<file path="src/rtl/fcvt_pkg.sv">
// fcvt_pkg: shared tag width, result-FIFO entry layout and depth limits for fcvt_ctrl.
package fcvt_pkg;
  localparam int TAG_W_DEF = 6;
  localparam int DEPTH_MIN = 2;
  localparam int DEPTH_MAX = 4;
  typedef struct packed {
    logic [31:0]          data;
    logic [TAG_W_DEF-1:0] tag;
  } fifo_entry_t;
  function automatic bit depth_legal(input int d);
    return d == DEPTH_MIN || d == DEPTH_MAX;
  endfunction
endpackage

</file>
<file path="src/rtl/fcvt_res_fifo.sv">
// fcvt_res_fifo: power-of-two result buffer with simultaneous push/pop and synchronous flush.
module fcvt_res_fifo
  import fcvt_pkg::*;
#(
  parameter int DEPTH = 2
) (
  input  logic                       clk,
  input  logic                       rst,
  input  logic                       i_flush,
  input  logic                       i_push,
  input  logic                       i_pop,
  input  fifo_entry_t                i_wdata,
  output fifo_entry_t                o_rdata,
  output logic [$clog2(DEPTH):0]     o_count
);
  localparam int PW = $clog2(DEPTH);
  localparam int CW = PW + 1;
  fifo_entry_t   r_mem [DEPTH];
  logic [PW-1:0] r_wp, r_rp;
  logic [CW-1:0] r_cnt;
  logic          w_pop, w_full;
  assign w_full = r_cnt == CW'(DEPTH);
  assign w_pop  = i_pop && r_cnt != '0;
  // DEPTH is a power of two, so pointers wrap modulo DEPTH by overflow
  always_ff @(posedge clk or posedge rst) begin
    if (rst) begin
      r_wp  <= '0;
      r_rp  <= '0;
      r_cnt <= '0;
    end else if (i_flush) begin
      r_wp  <= '0;
      r_rp  <= '0;
      r_cnt <= '0;
    end else begin
      if (i_push) r_wp <= r_wp + 1'b1;
      if (w_pop) r_rp <= r_rp + 1'b1;
      r_cnt <= r_cnt + CW'(i_push) - CW'(w_pop);
    end
  end
  always_ff @(posedge clk) begin
    if (i_push && !i_flush) r_mem[r_wp] <= i_wdata;
  end
  assign o_rdata = r_mem[r_rp];
  assign o_count = r_cnt;
  a_no_overflow: assert property (@(posedge clk) disable iff (rst) !(i_push && !i_flush && w_full && !w_pop));
endmodule

</file>
<file path="src/rtl/fcvt_ctrl.sv">
// fcvt_ctrl: issue/writeback control around an external int32-to-float converter.
// FCVT_CTRL_STATS_EN enables the issued/stall statistic counters (tied to zero otherwise).
module fcvt_ctrl
  import fcvt_pkg::*;
#(
  parameter int TAG_W    = TAG_W_DEF,
  parameter int DEPTH    = 2,
  parameter int CONV_LAT = 1
) (
  input  logic             clk,
  input  logic             rst,
  input  logic             in_valid,
  output logic             in_ready,
  input  logic [31:0]      in_data,
  input  logic [TAG_W-1:0] in_tag,
  input  logic             flush,
  output logic [31:0]      conv_x,
  input  logic [31:0]      conv_res,
  output logic             out_valid,
  input  logic             out_ready,
  output logic [31:0]      out_data,
  output logic [TAG_W-1:0] out_tag,
  output logic             busy,
  output logic [31:0]      stat_issued,
  output logic [31:0]      stat_stall
);
  localparam int CW = $clog2(DEPTH) + 1;
  if (!depth_legal(DEPTH) || TAG_W != TAG_W_DEF || CONV_LAT < 1 || CONV_LAT > 4) begin : g_bad_cfg
    $error("fcvt_ctrl: illegal DEPTH, TAG_W or CONV_LAT");
  end
  logic [CONV_LAT-1:0] r_vld;
  logic [TAG_W-1:0]    r_tag [CONV_LAT];
  logic [CW-1:0]       w_cnt;
  logic [3:0]          w_occ;
  logic                w_acc, w_push, w_pop;
  fifo_entry_t         w_wdata, w_head;
  assign conv_x = in_data;
  // Occupancy counts in-flight ops so the FIFO always has room when they land
  always_comb begin
    w_occ = 4'(w_cnt);
    for (int i = 0; i < CONV_LAT; i++) w_occ = w_occ + 4'(r_vld[i]);
  end
  assign in_ready  = !rst && !flush && w_occ < 4'(DEPTH);
  assign w_acc     = in_valid && in_ready;
  assign w_push    = r_vld[CONV_LAT-1] && !flush;
  assign out_valid = w_cnt != '0;
  assign w_pop     = out_valid && out_ready;
  assign busy      = |r_vld || out_valid;
  assign w_wdata   = '{data: conv_res, tag: r_tag[CONV_LAT-1]};
  assign out_data  = w_head.data;
  assign out_tag   = w_head.tag;
  always_ff @(posedge clk or posedge rst) begin
    if (rst) r_vld <= '0;
    else if (flush) r_vld <= '0;
    else begin
      r_vld[0] <= w_acc;
      for (int i = 1; i < CONV_LAT; i++) r_vld[i] <= r_vld[i-1];
    end
  end
  always_ff @(posedge clk) begin
    r_tag[0] <= in_tag;
    for (int i = 1; i < CONV_LAT; i++) r_tag[i] <= r_tag[i-1];
  end
  fcvt_res_fifo #(.DEPTH(DEPTH)) u_fifo (
    .clk     (clk),
    .rst     (rst),
    .i_flush (flush),
    .i_push  (w_push),
    .i_pop   (w_pop),
    .i_wdata (w_wdata),
    .o_rdata (w_head),
    .o_count (w_cnt)
  );
`ifdef FCVT_CTRL_STATS_EN
  logic [31:0] r_stat_issued, r_stat_stall;
  always_ff @(posedge clk or posedge rst) begin
    if (rst) begin
      r_stat_issued <= '0;
      r_stat_stall  <= '0;
    end else begin
      r_stat_issued <= r_stat_issued + 32'(w_acc);
      r_stat_stall  <= r_stat_stall + 32'(out_valid && !out_ready);
    end
  end
  assign stat_issued = r_stat_issued;
  assign stat_stall  = r_stat_stall;
`else
  assign stat_issued = 32'b0;
  assign stat_stall  = 32'b0;
`endif
endmodule

</file>
<file path="config.mk">
export PLATFORM = sky130hd
export DESIGN_NAME = fcvt_ctrl
export DESIGN_NICKNAME = d
export VERILOG_FILES = /design/src/rtl/fcvt_pkg.sv /design/src/rtl/fcvt_res_fifo.sv /design/src/rtl/fcvt_ctrl.sv
export SDC_FILE = /design/constraint.sdc
export NUM_CORES = 1
export LEC_CHECK = 0
export BUFFER_PORTS_ARGS = -buffer_cell sky130_fd_sc_hd__buf_2
export CORE_MARGIN = 3
export CORE_UTILIZATION = 50
export CTS_BUF_LIST = sky130_fd_sc_hd__clkbuf_8
export DETAILED_ROUTE_END_ITERATION = 10
export PLACE_DENSITY = 0.89
export SLEW_MARGIN = 25
export SYNTH_ARGS = -nofsm -noshare
export SYNTH_HDL_FRONTEND = slang
export SYNTH_SLANG_ARGS = --single-unit
</file>
<file path="constraint.sdc">
create_clock -name clk -period 6.2 [get_ports clk]
set_input_delay 0.93 -clock clk [delete_from_list [all_inputs] [get_ports clk]]
set_output_delay 0.93 -clock clk [all_outputs]
set_load 0.01 [all_outputs]
</file>
== Word-level counts from Yosys, hierarchy flattened ==
Memory sizes are Yosys's and may differ from the RTL's.
Cells that the tools add are included.
Operators by class
  reductions and logical operators: 13
  mux-type cells: 8
  add/subtract/negate cells: 5
  magnitude comparators: 1
Operators with widths (number)
  $logic_and A1 B1 Y1: 7
  $mux W1: 7
  $reduce_bool A2 Y1: 3
  $add A2 B1 Y3: 1
  $lt A3 B2 Y1 const B: 1
  $add A1 B1 Y1 const B: 2
  $add A2 B1 Y2: 1
  $logic_not A1 Y1: 2
  $mux W2: 1
  $sub A2 B1 Y2: 1
  $logic_or A1 B1 Y1: 1
Storage, ports and cells
  memories kept: 2
  input port bits: 75
  output and inout port bits: 137
  register bits after elaboration: 5
  memory bits (writable): 82
Memory list
  u_fifo.r_mem: depth 2, width 38, read ports 1, clocked after Yosys merged registers in 0, wr ports 1, RTL line fcvt_res_fifo.sv:18  | fifo_entry_t r_mem [DEPTH];
  r_tag: depth 1, width 6, read ports 1, clocked after Yosys merged registers in 0, wr ports 1, RTL line fcvt_ctrl.sv:32  | logic [TAG_W-1:0] r_tag [CONV_LAT];

== Logic depth before layout (Yosys ltp) ==
Gate-level depths: netlist of the first run.
  depth in word-level cells: 5
  depth in mapped cells: 6
  gate-level depth less buffers: 6

== Cells and area by module ==
From an unflattened synthesis of the first run, not the netlist that was laid out.
Unflattened totals
  cells, all modules: 249
  area total of the unflattened synthesis: 3886.2 µm²
Modules (own cells, without submodules)
  fcvt_res_fifo: area each 2966.6 µm², cells each 138, instances 1
  fcvt_ctrl: area each 919.6 µm², cells each 111, instances 1

== Worst setup path before layout of the first run ==
OpenSTA, ideal clock, no wires.
  path kind: input to register
  from: input port flush
  to: memory u_fifo.r_mem[0][0] in the netlist's numbering (enable)
  path buffers: 0
  cell stages on the path: 2
  library setup time: 0.433 ns
  arrival: 2.705 ns
  setup slack: 3.062 ns
  cells stage by stage: nand2b_1 nor2_1
On the way
  longest elaborated chain between the ends: 5
RTL lines
  start, declared: RTL line fcvt_ctrl.sv:16  | input logic flush,
  $logic_not A1 Y1 (*): RTL line fcvt_res_fifo.sv:41, fcvt_ctrl.sv:45
  $logic_and A1 B1 Y1: RTL line fcvt_ctrl.sv:45  | assign w_push = r_vld[CONV_LAT-1] && !flush;
  $logic_and A1 B1 Y1 (*): RTL line fcvt_res_fifo.sv:41  | if (i_push && !i_flush) r_mem[r_wp] <= i_wdata;
  $mux W1 (*): RTL line fcvt_res_fifo.sv:41
  $mux W1 (not written as such) (*): RTL line fcvt_res_fifo.sv:41
  end, declared: RTL line fcvt_res_fifo.sv:18
Mark *: on every way between the ends. The rest lies on a longest branch, timed or not.

== Worst setup path in the final report of the first run ==
  from: register u_fifo.r_rp
  to: output port out_tag[2]
On the way
  longest elaborated chain between the ends: 1
RTL lines
  start, declared: RTL line fcvt_res_fifo.sv:19  | logic [PW-1:0] r_wp, r_rp;
  start signal, assigned: RTL line fcvt_res_fifo.sv:36  | if (w_pop) r_rp <= r_rp + 1'b1;
  $mem_v2 Z2 W38
  end, declared: RTL line fcvt_ctrl.sv:22  | output logic [TAG_W-1:0] out_tag,
No other way between the ends.

==> impl_metrics.py, run 1 <==
metrics = {
    "timing": {
        "relSlewSlack_pct": 43.4,
        "rsz0062_at_grt": "no",
        "finalMaxSlewViolations": 0,
        "min_period_ns": 2.78,
        "finalCritPeriodShare_pct": 44.8,
        "setup_violations": 0,
        "tightest_slew_ns": 0.849,
        "skew_ns": 0.0111,
        "fin_tns_setup_ns": 0,
        "finalHoldViolCount": 0,
        "max_freq_mhz": 360,
    },
    "place": {
        "port_buffers": 83,
        "place.gp.congestion": 0.695,
        "dpl.hpwl_mm": 4.14,
    },
    "power": {
        "p_int_w": 0.000961,
        "power.share.clock_pct": 27.6,
        "leakage_nw": 1.67,
        "p_sw_w": 0.000340,
        "p_seq_share_pct": 53.8,
        "power_per_cell_area_mw_per_mm2": 314,
        "report.power.total_w": 0.00130,
        "p_comb_share_pct": 18.6,
        "irDropWorstVdd_mv": 0.202,
        "p_sw_share_pct": 26.1,
    },
    "setup_path": {
        "cp-start-kind": "register",
        "slowest_delay_ns": 0.91,
        "worst-endpoint-arrival_ns": 1.85,
        "worstPathRequired_ns": 5.27,
        "rrSetupSlack_ns": 4.54,
        "path_max_fanout": 40,
        "worst-path-buf-inv": 1,
        "cpLargestDelayFamily": "flip-flops",
        "crit_slowest_cell": "dfrtp_2",
        "end_kind": "output port",
        "crit_cells": 2,
        "reg2regPathDepth": 6,
        "crit_chain": "mux2_2, buf_2",
        "path_class": "register to output port",
    },
    "route": {
        "ant_nets": 0,
        "via_count": 1763,
        "drt_iter0_markers": 42,
        "drc_errors": 0,
        "firstDrtPassIters": 4,
        "wl_mm": 5.73,
        "wl_per_cell_um": 14.0,
        "vias_per_cell": 4.30,
    },
    "cts": {
        "clockBufferDepth": 2,
        "clock_latency_ns": 0.34,
        "cts-hold-fix-buffers": 0,
        "cts_setup_buffers": 0,
        "h-tree-depth": 3,
        "post_cts_resized": 0,
        "clk_pin_slew_ns": 0.08,
        "cts-buffers-inserted": 9,
        "clockRootBuffer": "clkbuf_8",
        "cts_sinks": 87,
        "cts_tree": "built",
    },
    "yosys": {
        "ys_seq_area_share_pct": 65.5,
        "synth_area_mm2": 0.00386,
        "ys_warn_count": 0,
        "ys_seq_elements": 87,
        "synthCells": 247,
        "synth.avg_cell_area_um2": 15.6,
        "ys_types": 19,
    },
    "global_routing": {
        "antenna_found_initial": 0,
        "grt_pass1_vias": 1732,
        "grt_overflow": 0,
        "grt_usage_pct": 13.3,
        "grt_start_max_net_pins": 41,
        "grt_pass1_wl_mm": 8.71,
    },
    "finish": {
        "final_nets": 383,
        "drive_gt1_share_pct": 46.6,
        "n_antenna_cell": 0,
        "syn_to_final_growth_pct": 7.33,
    },
    "floorplan": {
        "core_area_mm2": 0.00737,
        "die_h_um": 93.9,
        "io-pin-count": 212,
        "die_w_um": 93.9,
        "rows": 31,
        "die-area_mm2": 0.00881,
        "start_util_pct": 52.4,
    },
    "job": {
        "cap_violations": 0,
    },
    "min_path": {
        "hold_class": "register to register",
        "holdPathStages": 0,
    },
    "status": {
        "status": "complete, no violations",
    },
}
-- power by group through the flow --
stage	Combinational (W)	Clock, W	Sequential (W)
6_report	0.000242	0.000360	0.000699
5_1_grt	0.000264	0.000403	0.000707
4_1_cts	0.000243	0.000371	0.000701
3_5_place_dp	0.000242	0	0.000715
3_3_place_gp	0.000239	0	0.000711
2_1_floorplan	0.000238	0	0.000679
-- worst reg2reg max path, stage by stage, from the launching register on --
cell and delay, ns:
dfrtp_1 0.44, nand2b_1 0.20, ha_1 0.33, inv_1 0.04
ha_1 0.18, xnor3_1 0.32, nor2_1 0.10
-- per-stage QoR --
step	utilization, %	instance area (um2)	hold slack (ns)	setup slack, ns	cells
3_3_place_gp	53.1	3910	0.404	3.62	392
2_1_floorplan	-	4100	0.404	3.06	310
5_1_grt	56.2	4140	0.449	3.29	410
4_1_cts	55.7	4100	0.442	3.36	408
6_report	56.2	4140	0.437	3.42	410
3_5_place_dp	53.1	3910	0.421	3.56	392
-- registers in the layout, summed over array words and instances, names as in the netlist --
register / cells
u_fifo.r_rp: 1
u_fifo.r_wp: 1
u_fifo.r_mem: 76
u_fifo.o_count: 2
r_tag: 6
r_vld: 1
-- worst paths after layout --
| path | endpoint | start |
|---|---|---|
| max in group asynchronous | u_fifo.r_rp$_DFFE_PP0P_ | rst |
| worst min register to register | u_fifo.r_mem[0][0]$_DFFE_PP_ | r_tag[0][0]$_DFF_P_ |
| worst max-delay path | out_tag[2] | u_fifo.r_rp$_DFFE_PP0P_ |
| worst min-delay path | u_fifo.r_mem[0][0]$_DFFE_PP_ | r_tag[0][0]$_DFF_P_ |
| worst max register to register | u_fifo.o_count[1]$_DFF_PP0_ | r_vld$_DFF_PP0_ |
| min in group asynchronous | u_fifo.o_count[1]$_DFF_PP0_ | rst |
-- kinds of logic after synthesis --
group	Yosys count	synth area share [%]
buffers and inverters	103	19.5
xor gates and xnor gates	2	0.811
and+or+nand+nor	11	1.49
muxes	39	11.4
AOI/OAI and AO/OA	2	0.584
DFF	87	65.5
other	1	0.0972
adders and majority gates	2	0.648
-- cells in the mapped netlist (all sizes together) --
master   instances  area share (%)
and2             1            0.16
edfxtp          76              59
nand2b           1            0.16
dfxtp            6             3.1
buf            100              19
or2              1            0.16
ha               2            0.65
conb             1           0.097
inv              3            0.29
mux2            39              11
nor2             5            0.49
a2111oi          1            0.39
xnor3            1            0.58
dfrtp            5             3.2
or3              1            0.19
xnor2            1            0.23
o21a             1            0.19
nor2b            2            0.32
-- cell type report --
cell class | count | area, um2
Fill cell | 599 | 3230
Clock buffer | 11 | 151
Tap cell | 99 | 124
Inverter | 3 | 11.3
Sequential cell | 87 | 2530
Clock inverter | 5 | 40.0
Timing Repair Buffer | 85 | 455
Multi-Input combinational cell | 120 | 831
-- layer usage --
| layer | vias to the layer above | routed length (um) | GRT usage [%] |
|---|---|---|---|
| met3 | 21 | 465 | 4.17 |
| met2 | 97 | 2910 | 20.2 |
| met5 | - | 0 | 0 |
| met1 | 818 | 2170 | 16.3 |
| met4 | 0 | 182 | 8.54 |
| li1 | 827 | - | - |
-- cell usage in the layout, fill, tap and decap left out --
master      synthesis  layout
inv_8               0       1
buf_2               4      83
xnor2_1             1       1
or3_2               1       1
clkbuf_8            0      11
dfrtp_2             0       1
conb_1              1      64
nand2b_1            1       1
nor2b_1             2       2
and2_1              1       1
or2_2               1       1
xnor3_1             1       1
edfxtp_1           76      76
a2111oi_2           1       1
dfxtp_1             6       6
clkinv_4            0       1
ha_1                2       2
inv_6               0       1
buf_12              0       2
inv_1               3       4
nor2_1              5       3
dfrtp_1             5       4
clkinvlp_4          0       1
mux2_2             39      39
o21a_1              1       1
nor2_4              0       2
Note: power is estimated with default switching activity, not from simulation.
==> run 2: changes to the inputs <==
- CORE_UTILIZATION: 50 -> 42
- PLACE_DENSITY: 0.89 -> 0.79
- clock period: 6.2 -> 2.42 ns (I/O delays scaled with it)
==> impl_metrics.py, run 2 (synthesized netlist as in run 1, its figures left out) <==
metrics = {
    "status": {
        "status": "complete, no violations",
    },
    "global_routing": {
        "antenna_found_initial": 0,
        "grt_usage_pct": 11.9,
        "grt_start_max_net_pins": 27,
        "grt_pass1_wl_mm": 9.14,
        "grt_pass1_vias": 1879,
        "grt_overflow": 0,
    },
    "finish": {
        "multi_input_area_um2": 831,
        "largest-register": "u_fifo.r_mem",
        "layout.cells.non_filler": 423,
        "largest_reg_flops": 76,
        "seq_area_mm2": 0.00253,
        "final_nets": 387,
        "n_antenna_cell": 0,
        "final_cell_mix": "83 x buf_2, 76 x edfxtp_1, 64 x conb_1, 39 x mux2_2, 9 x clkbuf_8",
        "nFillCells": 784,
        "syn_to_final_growth_pct": 7.65,
        "final_common_cell": "buf_2",
        "drive_gt1_share_pct": 46.7,
    },
    "floorplan": {
        "core_area_mm2": 0.00881,
        "rows": 34,
        "die-area_mm2": 0.0104,
        "die_w_um": 102,
        "start_util_pct": 43.8,
        "io-pin-count": 212,
        "die_h_um": 102,
    },
    "place": {
        "dpl.hpwl_mm": 4.44,
        "dp_cells": 406,
        "port_buffers": 83,
        "place.gp.congestion": 0.753,
    },
    "timing": {
        "finalMaxSlewViolations": 0,
        "finalHoldViolCount": 0,
        "setup_violations": 0,
        "skew_ns": 0.0114,
        "max_freq_mhz": 474,
        "fin_tns_setup_ns": 0,
        "rsz0062_at_grt": "no",
        "finalCritPeriodShare_pct": 87.2,
        "min_period_ns": 2.11,
    },
    "min_path": {
        "holdPathStages": 1,
        "hp-start": "in_tag[3]",
        "hold_class": "input port to register",
        "min_to": "r_tag[0][3]$_DFF_P_",
    },
    "power": {
        "irDropWorstVdd_mv": 0.740,
        "leakage_nw": 1.68,
        "p_comb_share_pct": 21.0,
        "p_int_w": 0.00242,
        "p_sw_share_pct": 27.6,
        "power.share.clock_pct": 26.7,
        "p_sw_w": 0.000921,
        "p_seq_share_pct": 52.4,
        "power_per_cell_area_mw_per_mm2": 804,
    },
    "setup_path": {
        "reg2regPathDepth": 6,
        "rrSetupSlack_ns": 0.76,
        "worstPathRequired_ns": 2.06,
        "r2r_start": "r_vld$_DFF_PP0_",
        "path_class": "register to output port",
        "path_max_fanout": 26,
        "cp-start-kind": "register",
        "end_kind": "output port",
        "worst-endpoint-arrival_ns": 1.75,
        "r2r-end": "u_fifo.o_count[1]$_DFF_PP0_",
    },
    "route": {
        "via_count": 1831,
        "vias_per_cell": 4.33,
        "drc_errors": 0,
        "ant_nets": 0,
        "drt_iter0_markers": 62,
        "wl_mm": 6.30,
        "firstDrtPassIters": 4,
        "wl_per_cell_um": 14.9,
    },
    "cts": {
        "h-tree-depth": 3,
        "cts_sinks": 87,
        "post_cts_resized": 0,
        "cts_setup_buffers": 0,
        "cts-buffers-inserted": 9,
        "clock_latency_ns": 0.35,
        "clockRootBuffer": "clkbuf_8",
        "cts_tree": "built",
        "clk_pin_slew_ns": 0.09,
        "clockBufferDepth": 2,
    },
    "job": {
        "cap_violations": 0,
    },
}
-- run 2: changes by cell type in the layout (fill, tap and decap cells not counted), sizes merged --
cell         change
buf              +3
inv              +1
clkbuf           -2
dlygate4sd3      +1
clkinvlp         +1
-- run 2: final cells by class --
class | instances | area share, %
Timing Repair Buffer | 89 | 11.4
Sequential cell | 87 | 60.9
Tap cell | 108 | 3.25
Clock inverter | 7 | 1.17
Multi-Input combinational cell | 120 | 20.0
Inverter | 3 | 0.271
Clock buffer | 9 | 2.98
-- run 2: timing repair --
item                                    CTS  global route
endpoints found under the hold margin     5             0
hold buffers                              1             0
endpoints found under the setup margin    0             0
-- run 2: worst max-delay path, stage by stage (launching register included) --
cell	delay, ns
dfrtp_2	0.64
buf_12	0.24
mux2_2	0.36
buf_2	0.14
-- run 2: power by group through the flow --
stage	logic [W]	clock network [W]	registers (W)
6_report	0.000700	0.000890	0.00175
5_1_grt	0.000763	0.000988	0.00176
4_1_cts	0.000711	0.000937	0.00175
3_5_place_dp	0.000707	0	0.00178
3_3_place_gp	0.000698	0	0.00178
2_1_floorplan	0.000609	0	0.00174
-- run 2: worst max path at each step --
stage	start	endpoint	slack, ns	cells past startpoint
2_1_floorplan	flush	u_fifo.r_mem[0][0]$_DFFE_PP_	-0.15	2
3_3_place_gp	flush	u_fifo.o_count[1]$_DFF_PP0_	0.66	7
3_5_place_dp	flush	u_fifo.o_count[1]$_DFF_PP0_	0.61	7
4_1_cts	u_fifo.r_rp$_DFFE_PP0P_	out_data[1]	0.27	3
5_1_grt	u_fifo.r_rp$_DFFE_PP0P_	out_data[7]	0.22	3
6_report	u_fifo.r_rp$_DFFE_PP0P_	out_data[7]	0.31	3
-- run 2: per-stage QoR --
| step | instance area, um2 | worst slack, ns | power, W | hold slack [ns] | util, % |
|---|---|---|---|---|---|
| after floorplan | 4100 | -0.151 | 0.00235 | 0.142 | - |
| after global placement | 3970 | 0.664 | 0.00248 | 0.286 | 45.1 |
| after detailed placement | 3970 | 0.609 | 0.00249 | 0.294 | 45.1 |
| after global routing | 4150 | 0.224 | 0.00351 | 0.0878 | 47.2 |
| final | 4150 | 0.311 | 0.00334 | 0.112 | 47.2 |
| after CTS | 4150 | 0.270 | 0.00340 | 0.0879 | 47.2 |
-- run 2: layer usage --
| layer | GRT usage [%] | share of wire [%] | vias up |
|---|---|---|---|
| met5 | 0 | 0 | - |
| met4 | 7.16 | 2.9 | 0 |
| met3 | 5.26 | 10 | 29 |
| met2 | 19.4 | 51 | 99 |
| met1 | 12.9 | 36 | 871 |
| li1 | - | - | 832 |
==> run 3: changes to the inputs <==
- PLACE_DENSITY: 0.79 -> 0.82
==> impl_metrics.py, run 3 (synthesized netlist as in run 1, its figures left out) <==
metrics = {
    "status": {
        "status": "complete, no violations",
    },
    "cts": {
        "cts-hold-fix-buffers": 1,
        "cts_tree": "built",
        "h-tree-depth": 3,
        "post_cts_resized": 0,
        "clockBufferDepth": 2,
        "cts-buffers-inserted": 9,
        "cts_sinks": 87,
        "clk_pin_slew_ns": 0.09,
        "clockRootBuffer": "clkbuf_8",
        "cts_setup_buffers": 0,
        "clock_latency_ns": 0.35,
    },
    "setup_path": {
        "path_class": "register to output port",
        "crit_path_start": "u_fifo.r_rp$_DFFE_PP0P_",
        "r2r-end": "u_fifo.o_count[1]$_DFF_PP0_",
        "path_max_fanout": 24,
        "worstPathRequired_ns": 2.06,
        "reg2regPathDepth": 6,
        "r2r_start": "r_vld$_DFF_PP0_",
        "end_kind": "output port",
        "worst-endpoint-arrival_ns": 1.76,
        "cp-start-kind": "register",
        "rrSetupSlack_ns": 0.74,
        "worstSetupEndpoint": "out_data[7]",
    },
    "timing": {
        "skew_ns": 0.0128,
        "rsz0062_at_grt": "no",
        "finalMaxSlewViolations": 0,
        "finalHoldViolCount": 0,
        "whs_ns": 0.117,
        "max_freq_mhz": 470,
        "fin_ws_ns": 0.294,
        "min_period_ns": 2.13,
        "finalCritPeriodShare_pct": 87.8,
        "setup_violations": 0,
    },
    "floorplan": {
        "die_w_um": 102,
        "io-pin-count": 212,
        "die_h_um": 102,
        "rows": 34,
        "die-area_mm2": 0.0104,
        "start_util_pct": 43.8,
        "core_area_mm2": 0.00881,
    },
    "global_routing": {
        "grt_usage_pct": 11.7,
        "antenna_found_initial": 0,
        "grt_pass1_vias": 1865,
        "grt_pass1_wl_mm": 9.01,
        "grt_start_max_net_pins": 39,
        "grt_overflow": 0,
    },
    "route": {
        "drt_iter0_markers": 79,
        "vias_per_cell": 4.34,
        "drc_errors": 0,
        "firstDrtPassIters": 4,
        "wl_mm": 6.04,
        "via_count": 1826,
        "ant_nets": 0,
        "wl_per_cell_um": 14.3,
    },
    "finish": {
        "multi_input_area_um2": 831,
        "final_common_cell": "buf_2",
        "n_antenna_cell": 0,
        "final_cell_mix": "83 x buf_2, 76 x edfxtp_1, 64 x conb_1, 39 x mux2_2, 10 x clkbuf_8",
        "syn_to_final_growth_pct": 8.66,
        "largest-register": "u_fifo.r_mem",
        "drive_gt1_share_pct": 46.3,
        "seq_area_mm2": 0.00253,
        "final_nets": 385,
        "layout.cells.non_filler": 421,
        "nFillCells": 757,
        "largest_reg_flops": 76,
    },
    "job": {
        "cap_violations": 0,
    },
    "place": {
        "dp_slack_ns": 0.622,
        "dp_cells": 404,
        "dpl.hpwl_mm": 4.21,
        "port_buffers": 83,
        "place.gp.congestion": 0.666,
    },
    "power": {
        "power.share.clock_pct": 29.1,
        "p_seq_share_pct": 50.9,
        "irDropWorstVdd_mv": 0.441,
        "p_int_w": 0.00255,
        "p_sw_w": 0.000896,
        "report.power.total_w": 0.00345,
        "power_per_cell_area_mw_per_mm2": 822,
        "p_sw_share_pct": 26.0,
        "p_comb_share_pct": 20.1,
        "leakage_nw": 1.70,
    },
    "min_path": {
        "hold_class": "input port to register",
        "hp-start": "in_tag[3]",
    },
}
-- run 3: cell types whose count changed in the layout (fill, tap and decap cells not counted), sizes merged --
cell	previous run	this run
clkinv	1	2
bufinv	0	1
clkinvlp	2	0
inv	7	6
clkbuf	9	10
buf	88	86
-- run 3: cell type report --
type                       instances  area share (%)
clock buffer                      10            3.28
sequential                        87            60.3
multi-input combinational        120            19.8
inverter                           3           0.269
timing repair buffer              87            11.6
tap                              108            3.22
clock inverter                     6            1.52
-- run 3: worst min-delay path by stage --
stage | cells after the start | slack (ns) | to
6_report | 1 | 0.12 | r_tag[0][3]$_DFF_P_
5_1_grt | 1 | 0.09 | r_tag[0][5]$_DFF_P_
4_1_cts | 1 | 0.09 | r_tag[0][2]$_DFF_P_
3_5_place_dp | 2 | 0.29 | r_vld$_DFF_PP0_
3_3_place_gp | 2 | 0.28 | r_vld$_DFF_PP0_
2_1_floorplan | 1 | 0.14 | r_vld$_DFF_PP0_
-- run 3: worst max-delay path: stages, from the launching register on --
cell and delay, ns:
dfrtp_2 0.66, buf_12 0.24, mux2_2 0.37, buf_2 0.14
-- run 3: power groups by stage --
stage,combinational [W],sequential (W),clock (W)
floorplan,0.000609,0.00174,0
global placement,0.000687,0.00178,0
detailed placement,0.000695,0.00179,0
CTS,0.000704,0.00175,0.00104
global route,0.000752,0.00176,0.00110
finish,0.000692,0.00175,0.00100
-- run 3: layer usage --
metal  share of wire, %  up-vias  global-route usage [%]
met3                9.2       23                    5.53
met2                 52       96                    20.4
met5                  0        -                       0
met4                2.8        0                    5.65
met1                 36      882                    11.8
li1                   -      825                       -
-- run 3: through the flow --
step / instance area [um2] / utilization (%) / setup TNS (ns)
after floorplan: 4100 / - / -11.51
after global placement: 3980 / 45.2 / 0
after detailed placement: 3980 / 45.2 / 0
after CTS: 4190 / 47.6 / 0
after global routing: 4190 / 47.6 / 0
final: 4190 / 47.6 / 0
